$ cat config.mk
export PLATFORM = sky130hd
export DESIGN_NAME = elevator_scan
export DESIGN_NICKNAME = d
export VERILOG_FILES = /design/src/rtl/elevator_pkg.sv /design/src/rtl/elevator_scan_tick_timer.sv /design/src/rtl/elevator_scan.sv
export SDC_FILE = /design/constraint.sdc
export NUM_CORES = 1
export LEC_CHECK = 0
export CAP_MARGIN = 15
export CORE_ASPECT_RATIO = 1.1
export CORE_UTILIZATION = 30
export DETAILED_ROUTE_END_ITERATION = 12
export PLACE_DENSITY = 0.51
export SLEW_MARGIN = 40
export SYNTH_ARGS = -nofsm -noshare
export SYNTH_HDL_FRONTEND = slang
export SYNTH_SLANG_ARGS = --single-unit
export TNS_END_PERCENT = 50
$ cat constraint.sdc
create_clock -name clk -period 2.6 [get_ports clk]
set_input_delay 0.52 -clock clk [delete_from_list [all_inputs] [get_ports clk]]
set_output_delay 0.52 -clock clk [all_outputs]
set_load 0.005 [all_outputs]
$ cat src/rtl/elevator_pkg.sv
// Shared types and helpers for the SCAN elevator controller.
package elevator_pkg;

    typedef enum logic [1:0] {
        ST_IDLE      = 2'd0,
        ST_MOVING    = 2'd1,
        ST_DOOR_OPEN = 2'd2,
        ST_HALT      = 2'd3
    } state_e;

    localparam logic DIR_UP   = 1'b1;
    localparam logic DIR_DOWN = 1'b0;

    // Index width for n items, never below one bit.
    function automatic int fw(input int n);
        return (n <= 2) ? 1 : $clog2(n);
    endfunction

endpackage

$ cat src/rtl/elevator_scan_tick_timer.sv
// Tick counter running 0..TICKS-1; done flags the terminal tick and the count wraps.
module tick_timer
    import elevator_pkg::*;
#(
    parameter int TICKS = 1
) (
    input  logic clk,
    input  logic reset,
    input  logic clear,
    input  logic hold,
    input  logic enable,
    output logic done
);
    localparam int CW = fw(TICKS);
    localparam logic [CW-1:0] LAST = CW'(TICKS - 1);

    logic [CW-1:0] cnt_q, cnt_d;

    assign done = enable && !hold && (cnt_q == LAST);

    always_comb begin
        cnt_d = cnt_q;
        if (clear)
            cnt_d = '0;
        else if (done)
            cnt_d = '0;
        else if (enable && !hold)
            cnt_d = cnt_q + 1'b1;
    end

    always_ff @(posedge clk) begin
        if (reset)
            cnt_q <= '0;
        else
            cnt_q <= cnt_d;
    end

endmodule

$ cat src/rtl/elevator_scan.sv
// SCAN elevator controller: latches floor calls, serves them in sweep order,
// with door timing, overweight hold and an emergency halt that freezes everything.
module elevator_scan
    import elevator_pkg::*;
#(
    parameter int FLOORS     = 4,
    parameter int MOVE_TICKS = 5,
    parameter int DOOR_TICKS = 2,
    localparam int FW        = fw(FLOORS)
) (
    input  logic              clk,
    input  logic              reset,
    input  logic [FLOORS-1:0] call,
    input  logic              sos,
    input  logic              overweight,
    output logic [FLOORS-1:0] led,
    output logic [FLOORS-1:0] floor_onehot,
    output logic [FW-1:0]     floor_idx,
    output logic              door,
    output logic              moving,
    output logic              dir_up,
    output logic              sos_mode,
    output logic              weight_limit_exceeded
);
    localparam logic [FW-1:0] LAST_FLOOR = FW'(FLOORS - 1);

    state_e            state_q, state_d, ret_q, ret_d;
    logic [FLOORS-1:0] req_q, req_d, onehot_q, onehot_d;
    logic [FW-1:0]     floor_q, floor_d, next_floor;
    logic              dir_q, dir_d, door_q, door_d, moving_q, moving_d;
    logic              sos_mode_q, sos_mode_d, wle_q, wle_d;
    logic              freeze, call_here, move_done, door_done, move_clear, door_clear;

    // Floors strictly beyond f in the given direction.
    function automatic logic [FLOORS-1:0] ahead_mask(input logic [FW-1:0] f, input logic up);
        logic [FLOORS-1:0] m;
        for (int i = 0; i < FLOORS; i++)
            m[i] = up ? (i > int'(f)) : (i < int'(f));
        return m;
    endfunction

    assign freeze     = sos || (state_q == ST_HALT);
    assign call_here  = call[floor_q];
    assign move_clear = !freeze && (state_q != ST_MOVING);
    // A call at this floor or a heavy load keeps the door timer pinned at zero.
    assign door_clear = !freeze && ((state_q != ST_DOOR_OPEN) || call_here || overweight);
    assign next_floor = (dir_q == DIR_UP) ? ((floor_q == LAST_FLOOR) ? floor_q : floor_q + 1'b1)
                                          : ((floor_q == '0) ? floor_q : floor_q - 1'b1);

    tick_timer #(.TICKS(MOVE_TICKS)) u_move_timer (
        .clk    (clk),
        .reset  (reset),
        .clear  (move_clear),
        .hold   (freeze),
        .enable (state_q == ST_MOVING),
        .done   (move_done)
    );

    tick_timer #(.TICKS(DOOR_TICKS)) u_door_timer (
        .clk    (clk),
        .reset  (reset),
        .clear  (door_clear),
        .hold   (freeze),
        .enable (state_q == ST_DOOR_OPEN),
        .done   (door_done)
    );

    always_ff @(posedge clk) begin
        if (reset) begin
            state_q    <= ST_IDLE;
            ret_q      <= ST_IDLE;
            req_q      <= '0;
            floor_q    <= '0;
            onehot_q   <= FLOORS'(1);
            dir_q      <= DIR_UP;
            door_q     <= 1'b0;
            moving_q   <= 1'b0;
            sos_mode_q <= 1'b0;
            wle_q      <= 1'b0;
        end else begin
            state_q    <= state_d;
            ret_q      <= ret_d;
            req_q      <= req_d;
            floor_q    <= floor_d;
            onehot_q   <= onehot_d;
            dir_q      <= dir_d;
            door_q     <= door_d;
            moving_q   <= moving_d;
            sos_mode_q <= sos_mode_d;
            wle_q      <= wle_d;
        end
    end

    always_comb begin
        state_d = state_q;
        ret_d   = ret_q;
        req_d   = req_q;
        floor_d = floor_q;
        dir_d   = dir_q;
        if (sos) begin
            if (state_q != ST_HALT) begin
                state_d = ST_HALT;
                ret_d   = state_q;
            end
        end else begin
            unique case (state_q)
                ST_HALT: state_d = ret_q;
                ST_IDLE: begin
                    req_d = req_q | (call & ~onehot_q);
                    if (call_here || req_q[floor_q]) begin
                        req_d[floor_q] = 1'b0;
                        state_d        = ST_DOOR_OPEN;
                    end else if (!overweight && (req_q != '0)) begin
                        state_d = ST_MOVING;
                        dir_d   = ((req_q & ahead_mask(floor_q, dir_q)) != '0) ? dir_q :
                                  ((dir_q == DIR_UP) ? DIR_DOWN : DIR_UP);
                    end
                end
                ST_MOVING: begin
                    req_d = req_q | call;
                    if (move_done) begin
                        floor_d = next_floor;
                        if (req_q[next_floor]) begin
                            req_d[next_floor] = 1'b0;
                            state_d           = ST_DOOR_OPEN;
                        end else if ((req_q & ahead_mask(next_floor, dir_q)) == '0) begin
                            // Nothing left ahead: stop and let IDLE pick a new sweep.
                            state_d = ST_IDLE;
                        end
                    end
                end
                ST_DOOR_OPEN: begin
                    req_d = req_q | (call & ~onehot_q);
                    if (!call_here && door_done)
                        state_d = ST_IDLE;
                end
                default: state_d = ST_IDLE;
            endcase
        end
    end

    always_comb begin
        moving_d   = (state_d == ST_MOVING);
        door_d     = (state_d == ST_DOOR_OPEN) || ((state_d == ST_HALT) && door_q);
        sos_mode_d = (state_d == ST_HALT);
        wle_d      = overweight;
        onehot_d   = '0;
        onehot_d[floor_d] = 1'b1;
    end

    always_ff @(posedge clk) begin
        if (!reset && move_done)
            assert ((dir_q == DIR_UP) ? (floor_q != LAST_FLOOR) : (floor_q != '0));
    end

    assign led                   = req_q;
    assign floor_onehot          = onehot_q;
    assign floor_idx             = floor_q;
    assign door                  = door_q;
    assign moving                = moving_q;
    assign dir_up                = dir_q;
    assign sos_mode              = sos_mode_q;
    assign weight_limit_exceeded = wle_q;

endmodule
==> run metrics <==
outcome finished clean; Antenna Violating Nets Remaining 0; critical path peak fanout 6; global-route wire length before repair 6.34 mm; Seq. cell area 460 µm²; Top FF cell, synth dfxtp_1; skew final 0.00476 ns; Internal 0.000617 W; Worst Hold Slack 0.502 ns; synth warn 0; Synthesized Nets 201; Multi-input gate area 892 µm²; syn_area_per_cell 7.88 µm²; f_max 446 MHz; # IOs 23; number of port buffers 22; Core Region 0.00468 mm²; Setup Viol. Count Final 0; Hold Path Class flip-flop to flip-flop; post-layout util 39.3%; Setup Fix Bufs, Post-CTS 0; Pwr Total 0.000911 W; Die Footprint 0.00519 mm²; average wire per standard cell 14.6 µm; DR vias/cell 5.30; kind of critical path input port to flip-flop; Gate Count Post-Synth 187; WP data required 2.81 ns; initial antenna violation count 0; ratio of cells with drive above 1 in the final layout 12.7%; Setup TNS 0 ns; Synth async-reset ratio 0%; Total Routing Usage GR 16.4%; Sw Share 32.3%; DRC viols 0; CP Capture Type flip-flop; GR Overflow Total 0; drt pass-1 iters 4; via count 1421; power share of the clock group 25.1%; CTS Hold Buffers Added 0; cell area after synthesis 0.00147 mm²; worst hold start u_move_timer.cnt_q[1]; Detail Placement HPWL 2.89 mm; CTS Sinks 23; largest net degree at the start of global routing 21; clock root cell clkbuf_8; Initial DRC Count 76; max_cap viols 0; vias in the first global route 1306; Crit path arrival time 2.45 ns; TritonCTS clock tree done; worst reg-to-reg path cell count 8; RSZ-0062 raised after global routing no; row cnt 26; clk slew on worst S/H paths 0.09 ns; Hold Path End u_move_timer.cnt_q[1]; Initial Util 31.4%; area grow syn2layout 25.1%; post-synth cell types 49; RePlAce Congestion 0.860; reg-to-reg slack, setup 0.37 ns; cts bufs inserted 3; number of synthesized flops with an enable pin 0; Die W 68.8 µm; Relative slew margins 60.1%; post-CTS sizing 0; Pins Over Slew Limit 0; Clock Path Buffers 2; reg-to-reg endpoint moving; Seq/Total Area, Yosys 31.3%; Net Sw Power 0.000294 W; Critical Path Start Type input port; CTS H-tree lvls 1; part of the power in combinational logic 29.9%; Tmin final 2.24 ns; PD cells 494 mW/mm²; post-synthesis register bit count 23; fin crit share 86.2%; worst slew pin tran 0.591 ns; WL final 3.91 mm; Layout fillers 503; hold depth 2; Final #Nets 227; worst vdd rail ir drop 218 µV; diode count 0; final hold violation count 0; leakage 0.693 nW; RR Startpoint state_q[1]; height of the die 75.5 µm; register share of total power 45.0%; clock latency on the worst-skew pair 0.26 ns
## critical path, stage by stage
cell and delay (ns):
clkdlybuf4s50_1 0.42, or3b_1 0.51, nor2_8 0.17, o221ai_2 0.11, a221o_1 0.36, a22oi_2 0.22, and2_1 0.15
## through the flow
stage,worst slack (ns),instance area (µm²),instances
2_1_floorplan,0.452,1470,187
3_3_place_gp,0.0820,1800,264
3_5_place_dp,0.0833,1800,264
4_1_cts,0.349,1840,268
5_1_grt,0.187,1840,268
6_report,0.359,1840,268
## final cells by class
type                       instances  share of cell area [%]
multi-input combinational        136                    48.4
sequential                        23                    25.0
clock buffer                       3                    2.24
tap                               56                    3.80
inverter                          13                    2.65
timing repair buffer              36                    17.7
clock inverter                     1                   0.272
## cell families (layout without fill, tap and decap cells)
logic type	after synthesis	in the layout	synth area share (%)
adder cells (fa/ha/maj)	6	6	5.10
XOR/XNOR	2	2	1.19
AO/OA/AOI/OAI	52	52	24.3
AND/OR/NAND/NOR	69	69	23.5
buffers and inverters	28	53	8.16
flip-flops	23	23	31.3
multiplexers	7	7	6.54
## layout by cell type (no fill, tap or decap), types with 8 or more instances in the layout
master / instances
dfxtp_1: 23
nand2_1: 19
inv_1: 11
clkdlybuf4s50_1: 22
nor2_1: 19
a31oi_1: 8
buf_4: 14
a21oi_1: 13
## state kept, by name, indices dropped and copies added (netlist names)
signal / flops
u_move_timer.cnt_q: 3
floor_idx: 2
weight_limit_exceeded: 1
ret_q: 2
floor_onehot: 4
moving: 1
led: 4
state_q: 2
sos_mode: 1
dir_up: 1
door: 1
u_door_timer.cnt_q: 1
## power groups by stage
| stage | combinational, W | sequential [W] | clock, W |
|---|---|---|---|
| final | 0.000273 | 0.000410 | 0.000229 |
| after global routing | 0.000302 | 0.000415 | 0.000256 |
| after CTS | 0.000274 | 0.000410 | 0.000242 |
| after detailed placement | 0.000273 | 0.000418 | 0 |
| after global placement | 0.000274 | 0.000418 | 0 |
| after floorplan | 0.000184 | 0.000402 | 0 |
## routing by layer
metal / track usage [%] / vias up / wire length (µm)
li1: - / 716 / -
met1: 23.3 / 658 / 1810
met2: 25.6 / 45 / 1860
met3: 2.54 / 2 / 229
met4: 4.99 / 0 / 13
met5: 0 / - / 0
## worst max-delay path by stage
stage,start,to,slack (ns),depth (start not counted)
final,sos,moving,0.36,7
after global routing,state_q[1],moving,0.19,8
after CTS,state_q[1],moving,0.35,8
after detailed placement,sos,moving,0.08,7
after global placement,call[3],dir_up,0.08,7
after floorplan,state_q[1],moving,0.45,10
## cells in the mapped netlist (2+ instances only)
cell type  count  area [µm²]
ha_1           6        75.1
a21oi_1       13        65.1
or2_1          2        12.5
dfxtp_1       23         460
nor2_1        19        71.3
nor2b_1        6        37.5
o22ai_1        3        18.8
nand2_1       19        71.3
mux4_2         2        45.0
nor4_1         2        12.5
o21ai_1        2        10.0
nor3_1         6        30.0
o21ai_0        6        30.0
clkbuf_1       9        33.8
inv_2          2        7.51
a211oi_1       3        22.5
mux2i_1        4        40.0
buf_2          3        15.0
or3b_1         2        17.5
a31oi_1        8        50.1
a41oi_1        2        17.5
inv_1         11        41.3
o221ai_1       2        17.5
nand3_1        6        30.0
or3_1          2        12.5
No activity file was read; power rests on OpenSTA's default activity.
==> patch, RTL diff (config.mk and constraints unchanged) <==
`MOVE_TICKS`: 5 -> 4.
--- a/src/rtl/elevator_scan.sv
+++ b/src/rtl/elevator_scan.sv
@@ -4,7 +4,7 @@
     import elevator_pkg::*;
 #(
     parameter int FLOORS     = 4,
-    parameter int MOVE_TICKS = 5,
+    parameter int MOVE_TICKS = 4,
     parameter int DOOR_TICKS = 2,
     localparam int FW        = fw(FLOORS)
 ) (
Formal check against the unedited RTL: not equivalent (Yosys sat finds a counterexample within 10 cycles, from zero or initial values and one cycle with reset high).
==> patch against the unedited design <==
Critical path depth fell by 1; worst setup slack got worse by 110 ps; wire length rose by 5.1%; non-clock buffer count fell by 2; design area fell by 2.1%; synthesized cell count fell by 6.4%; power rose by 14%; sequential cell count fell by 1; largest cell class unchanged; area after synthesis fell by 3.4%; highest routed layer unchanged; critical path type unchanged; die area fell by 3.3%.
==> patch: results (changes against the unedited design) <==
* Run status: finished, final reports clean
* Max VDD drop at 0.255 mV (+17%)
* Worst slew margin at 63.5% (+3.4 points)
* Vias at 1391 (-2.1%)
* FF-to-FF End: sos_mode$_SDFF_PP0_
* Hold EP: door$_SDFF_PP0_
* Syn_nets at 188 (-6.5%)
* Post-synth cell types at 55 (+12%)
* Worst Min Path Start: door$_SDFF_PP0_
* List of most frequent post-synthesis cells: dfxtp_1, nor2_1, a21oi_1, inv_1
* Seq/Total Area, Yosys at 31.0% (-0.31 points)
* Synth top area cells: dfxtp_1, nor2_1, ha_1
* Cells after synthesis at 175 (-6.4%)
* Final HPWL DP at 3.05 mm (+5.3%)
* Final WL at 4.11 mm (+5.1%)
* GRT Overall Usage at 18.1% (+1.7 points)
* Crit-path max FO at 4 (-2)
* Nets at 212 (-6.6%)
* Initial drt markers at 94 (+24%)
* Post-Place Worst Slack at -25.4 ps (-109 ps)
* Wire length on met2 at 1.89 mm (+1.5%)
* Layout cells sized above 1 at 11.6% (-1.1 points)
* TritonRoute pass-1 iters at 5 (+1)
* Filler Cell Count at 450 (-11%)
* Met3 WL post-DR at 189 µm (-17%)
* Flop-to-flop setup slack at 300 ps (-70 ps)
* Lkg Pwr at 0.689 nW (-0.46%)
* Worst R2R Path Depth at 9 (+1)
* Largest net degree at the start of global routing at 17 (-19%)
* Clock Skew at 13.3 ps (+8.49 ps)
* Cell family with the largest share of critical-path delay: compound AO/OA/AOI/OAI gates
* CTS max path bufs at 2 (unchanged)
* Slowest-stage cell, CP: mux4_2
* Post-DR vias/cell at 5.52 (+4.1%)
* Post-place instance area at 1730 µm² (-3.6%)
* Hold Slack at 465 ps (-37.3 ps)
* M1 WL at 1.99 mm (+9.9%)
* Worst path max stage delay at 550 ps (+40 ps)
* First-pass GRT wire length at 6.73 mm (+6.2%)
==> patch: cell count changes in the layout (fill, tap and decap cells not counted), moves of 3 or more <==
cell	delta
o22ai_1	-3
nand2_1	-9
nand3_1	-6
a21o_1	+3
nor3_1	-3
a31oi_1	-6
o21ai_0	+4
==> patch: final cells by class <==
| cell class | instances | area [µm²] | area share [%] |
|---|---|---|---|
| repair buffers | 34 | 310 | 17.2 |
| well taps | 54 | 67.6 | 3.74 |
| clock inverters | 1 | 30.0 | 1.66 |
| clock buffers | 3 | 41.3 | 2.29 |
| multi-input cells | 127 | 873 | 48.4 |
| flip-flops and latches | 22 | 440 | 24.4 |
| inverters | 11 | 41.3 | 2.29 |
==> patch: how the worst max path moves through the flow <==
stage,slack (ps),depth (start not counted),from,to
2_1_floorplan,480,7,sos,moving$_SDFF_PP0_
3_3_place_gp,10,6,call[2],moving$_SDFF_PP0_
3_5_place_dp,-30,6,call[3],moving$_SDFF_PP0_
4_1_cts,240,6,call[3],moving$_SDFF_PP0_
5_1_grt,100,9,state_q[1]$_SDFF_PP0_,sos_mode$_SDFF_PP0_
6_report,250,6,call[3],moving$_SDFF_PP0_
==> patch: worst min-delay path: cells and delay by family, from the launching register on <==
| family | cells | cell delay, ps |
|---|---|---|
| buffers and inverters | 1 | 50 |
| DFF | 1 | 320 |
| AOI/OAI and AO/OA | 1 | 60 |
==> patch: cell families (layout without fill, tap and decap cells) <==
group	count (synthesis)	after routing	synth area share, %
adders and majority gates	5	5	4.40
muxes	6	6	6.33
AOI/OAI and AO/OA	52	52	26.1
and+or+nand+nor	63	63	23.9
DFF	22	22	31.0
buffers and inverters	26	49	7.65
xor gates and xnor gates	1	1	0.616
==> patch: per-stage QoR <==
| step | power [mW] | setup TNS, ps |
|---|---|---|
| after global routing | 1.10 | 0 |
| after global placement | 0.707 | 0 |
| final | 1.04 | 0 |
| after detailed placement | 0.710 | -30.4 |
| after CTS | 1.04 | 0 |
| after floorplan | 0.598 | 0 |
==> patch: metal layers <==
layer  vias to the layer above  GRT usage, %
met5                         -             0
met3                         4          2.91
li1                        684             -
met4                         0          7.33
met2                        43          27.1
met1                       660          25.6
==> patch: where the power goes <==
part,switching (mW),internal [mW],total [mW]
combinational,0.147,0.151,0.299
sequential,0.0425,0.366,0.409
clock,0.128,0.206,0.334
total,0.318,0.724,1.04
